`src/rtl/mc_ctrl.sv`:
```
// Multi-cycle CPU control FSM: decodes the latched instruction class and sequences FETCH/DECODE/EXEC/MEM/WB.
// Latency: 2-5 cycles per instruction plus MEM wait cycles; strobes are combinational from state, class and inputs.
// Backpressure: MEM stalls on dm_ack=0 and aborts with mem_err after 16 unacknowledged cycles.
module mc_ctrl (
    input  logic        clk,
    input  logic        reset,
    input  logic [31:0] IR,
    input  logic        cmp_eq,
    input  logic        dm_ack,
    output logic [2:0]  state,
    output logic        IR_WE,
    output logic        PC_WE,
    output logic [1:0]  NPCsel,
    output logic        DM_RE,
    output logic        DM_WE,
    output logic        GRF_WE,
    output logic        instr_done,
    output logic        illegal,
    output logic        mem_err
);

    typedef enum logic [2:0] {
        S_FETCH  = 3'd0,
        S_DECODE = 3'd1,
        S_EXEC   = 3'd2,
        S_MEM    = 3'd3,
        S_WB     = 3'd4
    } st_t;

    typedef enum logic [3:0] {
        C_ILL, C_RALU, C_JR, C_JALR, C_IALU, C_LOAD, C_SW, C_SB, C_BEQ, C_J, C_JAL
    } cls_t;

    st_t        cur_st, next_st;
    cls_t       cls, ir_cls;
    logic [3:0] wait_cnt;
    logic [5:0] op, funct;
    logic       unused_ir;

    assign op        = IR[31:26];
    assign funct     = IR[5:0];
    assign unused_ir = ^IR[25:6];
    assign state     = cur_st;

    always_comb begin
        ir_cls = C_ILL;
        case (op)
            6'b000000: begin
                case (funct)
                    6'b100001, 6'b100011, 6'b101010,
                    6'b000000, 6'b100100: ir_cls = C_RALU;
                    6'b001000:            ir_cls = C_JR;
                    6'b001001:            ir_cls = C_JALR;
                    default:              ir_cls = C_ILL;
                endcase
            end
            6'b001101, 6'b001111, 6'b001001: ir_cls = C_IALU;
            6'b100011, 6'b100000, 6'b100100: ir_cls = C_LOAD;
            6'b101011:                       ir_cls = C_SW;
            6'b101000:                       ir_cls = C_SB;
            6'b000100:                       ir_cls = C_BEQ;
            6'b000010:                       ir_cls = C_J;
            6'b000011:                       ir_cls = C_JAL;
            default:                         ir_cls = C_ILL;
        endcase
    end

    always_ff @(posedge clk) begin
        if (reset) begin
            cur_st   <= S_FETCH;
            cls      <= C_ILL;
            wait_cnt <= 4'd0;
        end else begin
            cur_st <= next_st;
            if (IR_WE)
                cls <= ir_cls;
            if (cur_st == S_EXEC)
                wait_cnt <= 4'd0;
            else if (cur_st == S_MEM && !dm_ack && wait_cnt != 4'd15)
                wait_cnt <= wait_cnt + 4'd1;
        end
    end

    always_comb begin
        next_st    = S_FETCH;
        IR_WE      = 1'b0;
        PC_WE      = 1'b0;
        NPCsel     = 2'd0;
        DM_RE      = 1'b0;
        DM_WE      = 1'b0;
        GRF_WE     = 1'b0;
        instr_done = 1'b0;
        illegal    = 1'b0;
        mem_err    = 1'b0;
        case (cur_st)
            S_FETCH: begin
                IR_WE   = 1'b1;
                PC_WE   = 1'b1;
                next_st = S_DECODE;
            end
            S_DECODE: begin
                next_st = S_EXEC;
                case (cls)
                    C_J:   begin PC_WE = 1'b1; NPCsel = 2'd1; instr_done = 1'b1; next_st = S_FETCH; end
                    C_JR:  begin PC_WE = 1'b1; NPCsel = 2'd2; instr_done = 1'b1; next_st = S_FETCH; end
                    C_ILL: begin illegal = 1'b1; instr_done = 1'b1; next_st = S_FETCH; end
                    default: ;
                endcase
            end
            S_EXEC: begin
                case (cls)
                    C_BEQ: begin
                        PC_WE      = cmp_eq;
                        NPCsel     = cmp_eq ? 2'd1 : 2'd0;
                        instr_done = 1'b1;
                        next_st    = S_FETCH;
                    end
                    C_LOAD, C_SW, C_SB: next_st = S_MEM;
                    default:            next_st = S_WB;
                endcase
            end
            S_MEM: begin
                // Ack wins over the timeout when both land on the last wait count.
                if (dm_ack || wait_cnt != 4'd15) begin
                    DM_RE = (cls == C_LOAD) || (cls == C_SB);
                    DM_WE = (cls == C_SW) || (cls == C_SB);
                end
                if (dm_ack) begin
                    if (cls == C_LOAD) begin
                        next_st = S_WB;
                    end else begin
                        instr_done = 1'b1;
                        next_st    = S_FETCH;
                    end
                end else if (wait_cnt == 4'd15) begin
                    mem_err    = 1'b1;
                    instr_done = 1'b1;
                    next_st    = S_FETCH;
                end else begin
                    next_st = S_MEM;
                end
            end
            S_WB: begin
                GRF_WE     = 1'b1;
                instr_done = 1'b1;
                if (cls == C_JAL) begin
                    PC_WE  = 1'b1;
                    NPCsel = 2'd1;
                end else if (cls == C_JALR) begin
                    PC_WE  = 1'b1;
                    NPCsel = 2'd2;
                end
            end
            default: next_st = S_FETCH;
        endcase
        // Reset masks every strobe in the same cycle so no partial memory or register write escapes.
        if (reset) begin
            IR_WE      = 1'b0;
            PC_WE      = 1'b0;
            NPCsel     = 2'd0;
            DM_RE      = 1'b0;
            DM_WE      = 1'b0;
            GRF_WE     = 1'b0;
            instr_done = 1'b0;
            illegal    = 1'b0;
            mem_err    = 1'b0;
        end
    end

endmodule

```
`config.mk`:
```
export PLATFORM = sky130hd
export DESIGN_NAME = mc_ctrl
export DESIGN_NICKNAME = d
export VERILOG_FILES = /design/src/rtl/mc_ctrl.sv
export SDC_FILE = /design/constraint.sdc
export NUM_CORES = 1
export LEC_CHECK = 0
export BUFFER_PORTS_ARGS = -buffer_cell sky130_fd_sc_hd__buf_2
export CORE_ASPECT_RATIO = 1.5
export CORE_UTILIZATION = 43
export CTS_BUF_LIST = sky130_fd_sc_hd__clkbuf_2 sky130_fd_sc_hd__clkbuf_4 sky130_fd_sc_hd__clkbuf_8
export DETAILED_ROUTE_END_ITERATION = 10
export PLACE_DENSITY = 0.78
export SETUP_SLACK_MARGIN = 0.2
export SLEW_MARGIN = 40
export SYNTH_ARGS = -nofsm -noshare
export SYNTH_HDL_FRONTEND = slang
export SYNTH_SLANG_ARGS = --single-unit
```
`constraint.sdc`:
```
create_clock -name clk -period 1.65 [get_ports clk]
set_clock_uncertainty 0.2 [all_clocks]
set_input_delay 0.2475 -clock clk [delete_from_list [all_inputs] [get_ports clk]]
set_output_delay 0.2475 -clock clk [all_outputs]
set_load 0.01 [all_outputs]
```
==> impl_metrics.py <==
metrics = {
    "place": {
        "finalWeightedCongestion": 0.860,
        "count_of_buffers_from_port_buffering": 28,
        "place_inst": 225,
        "post-dp-hpwl_um": 2460,
    },
    "outcome": {
        "violations": "setup timing",
        "status": "complete, but fails checks",
    },
    "worst_hold_path": {
        "holdCritPathClass": "in -> reg",
    },
    "setup_path": {
        "worstPathMaxFanout": 5,
        "timing.reg2reg.setup_slack_ns": -0.33,
        "cp_slowest_cell": "dfxtp_2",
        "worst_path_dominant_cell_family": "compound AO/OA/AOI/OAI gates",
        "crit_path_max_incr_delay_ns": 0.35,
        "cp_data_required_time_ns": 1.20,
        "critPathLaunchType": "flop",
        "classification_of_the_worst_setup_path": "reg -> out",
        "worstPathCellList": "nand2b_1, a211oi_2, a21oi_1, o31ai_1, buf_2",
        "critPathArrivalTime_ns": 1.70,
        "critical_path_buf_inv_count": 1,
        "end_kind": "output port",
    },
    "route": {
        "first_iter_violations": 103,
        "routed_via_density": 6.07,
        "ant_nets": 0,
        "drc_errors": 0,
        "route.final.wire_length_um": 4220,
        "drtPass1Iterations": 4,
        "via_count": 1469,
        "post_drt_wl_per_cell_um": 17.4,
    },
    "layout": {
        "area.growth.synth_to_final_pct": 82.8,
        "area_occupied_by_multi_input_gates_um2": 971,
        "share_of_final_layout_standard_cells_stronger_than_drive_strength_1_pct": 56.2,
        "final_cell_count_no_fill": 242,
        "seq_area_um2": 244,
        "layout_common_cells": "38 x buf_4, 26 x buf_2, 16 x nor2_1",
        "num-fill-cells": 123,
        "antenna-diode-count": 0,
        "nNetsFinal": 257,
        "layout.cells.most_common": "buf_4",
    },
    "clock_tree": {
        "cts_tree": "yes",
        "clk_pin_slew_worst_paths_ns": 0.08,
        "clk-insertion-delay-late_ns": 0.28,
        "postCtsHoldBufs": 0,
        "htree_num_levels": 1,
        "cts.sink_count": 11,
        "root_buffer": "clkbuf_4",
        "cts-buffers-inserted": 3,
        "clockBufferDepth": 2,
    },
    "grt": {
        "vias_in_the_first_global_route": 1255,
        "grt_first_pass_wirelength_um": 5370,
        "grtUsageTotal_pct": 27.4,
        "antenna_found_initial": 0,
        "largest_net_degree_at_the_start_of_global_routing": 13,
        "grt.overflow.total": 0,
    },
    "power": {
        "totalPowerFinal_w": 0.000751,
        "power_per_cell_area_nw_per_um2": 401,
        "p_leak_nw": 0.778,
        "power.ir.vdd_worst_mv": 0.383,
    },
    "synthesis": {
        "portion_of_the_post_synthesis_area_used_by_sequential_elements_pct": 21.5,
        "post_synth_instance_area_um2": 1020,
        "synth_cell_type_count": 43,
        "count_of_flip_flops_with_a_built_in_enable_after_synthesis": 0,
        "synth_top_cell_by_area": "dfxtp_1",
        "synth_largest_type_area_fraction_pct": 21.5,
        "postSynthAreaPerCell_um2": 7.01,
        "synth.top_cells.by_area": "dfxtp_1 22%, nor2_1 7.3%, a21oi_1 4.9%",
        "synthFlopType": "dfxtp_1",
        "synthCells": 146,
        "yosys_register_bits": 11,
        "synth.net_count": 183,
        "synth.yosys.warnings": 0,
        "share_of_synthesized_flip_flops_with_an_asynchronous_set_or_reset_pct": 0,
    },
    "timing": {
        "hold_viol": 0,
        "finalSetupViolCount": 17,
        "timing_worst_slew_pin_value_ns": 0.471,
        "timing.final.crit_period_ns": 2.15,
        "max_freq_mhz": 466,
        "fin_crit_sh_pct": 130,
        "grt_setup_unrepaired": "yes",
        "max-slew-margin-rel_pct": 67.8,
        "drv_slew": 0,
        "layout_setup_ws_ns": -0.496,
    },
    "die": {
        "floorplan.die.width_um": 41.8,
        "core_region_area_um2": 2230,
        "initial_cell_density_of_the_core_pct": 45.8,
        "row_count": 21,
        "chipHeight_um": 61.8,
        "ios": 49,
        "fp.dieArea_um2": 2580,
    },
    "job": {
        "drv_cap": 0,
    },
}
==> layout make-up <==
cell class              count  area share [%]
clock buffers               4            1.61
repair buffers             78            30.9
inverters                   5            1.00
well taps                  23            1.54
flip-flops and latches     11            13.0
multi-input cells         121            51.9
==> synthesized netlist by cell type, types with 4 or more instances <==
cell type,n
a21oi_1,10
inv_1,5
nand2_1,10
nand2b_1,5
a22oi_1,4
nor2_1,20
o21ai_0,7
nor3_1,7
nor4_1,6
nor2b_1,8
clkbuf_1,6
dfxtp_1,11
==> layer usage <==
| layer | vias up | track usage (%) | wire length, um |
|---|---|---|---|
| met3 | 27 | 2.89 | 208 |
| met2 | 81 | 54.0 | 2270 |
| met1 | 676 | 27.8 | 1540 |
| li1 | 685 | - | - |
| met4 | 0 | 16.6 | 204 |
| met5 | - | 0 | 0 |
==> worst register-to-register path, cell delays in order, from the launching register on <==
cell	delay [ns]
dfxtp_2	0.35
buf_6	0.12
or3_1	0.44
or3_1	0.36
a41oi_2	0.21
o31ai_1	0.10
a21oi_1	0.13
==> metrics by stage <==
| step | util (%) | TNS [ns] | setup WS, ns | area, um^2 | hold WS [ns] |
|---|---|---|---|---|---|
| after floorplan | - | -0.729 | -0.216 | 1150 | 0.229 |
| after global placement | 68.7 | -0.442 | -0.153 | 1540 | 0.315 |
| after detailed placement | 68.7 | -0.616 | -0.149 | 1540 | 0.331 |
| after CTS | 76.3 | -3.28 | -0.366 | 1700 | 0.0930 |
| after global routing | 83.8 | -5.20 | -0.519 | 1870 | 0.132 |
| final | 83.8 | -4.16 | -0.496 | 1870 | 0.117 |
==> report_power, final <==
part	leakage [nW]	internal (W)	switching (W)	total [W]
Sequential	0.0948	0.000263	0.00000800	0.000271
Clock	0.0184	0.000110	0.0000981	0.000208
Combinational	0.665	0.000132	0.000139	0.000271
Total	0.778	0.000506	0.000245	0.000751
==> what timing repair did <==
action | in CTS | in global routing
pin swaps | 15 | 15
endpoints found under the setup margin | 22 | 23
buffers inserted | 7 | 6
gates resized for setup | 26 | 24
==> flip-flops by register name, indices dropped and copies added, names as in the netlist <==
register / flops
state: 3
wait_cnt: 4
cls: 4
==> worst paths after layout <==
kind                              endpoint                     start  cells past startpoint
setup reg to reg       cls[0]$_SDFFE_PP0P_       state[1]$_SDFF_PP0_                      6
setup / recovery                instr_done       cls[1]$_SDFFE_PP0P_                      5
hold / removal         cls[3]$_SDFFE_PP0P_                    IR[30]                      3
hold reg to reg   wait_cnt[1]$_SDFFE_PP0P_  wait_cnt[1]$_SDFFE_PP0P_                      2
==> logic make-up (layout without fill, tap and decap cells) <==
group | after synthesis | in the layout | synth area share, %
AO/OA/AOI/OAI | 36 | 36 | 24.0
XOR/XNOR | 4 | 4 | 3.42
adder cells (fa/ha/maj) | 1 | 1 | 1.22
buffers and inverters | 14 | 87 | 6.11
flip-flops | 11 | 11 | 21.5
multiplexers | 3 | 3 | 3.18
AND/OR/NAND/NOR | 77 | 77 | 40.6
No activity file was read; power rests on OpenSTA's default activity.
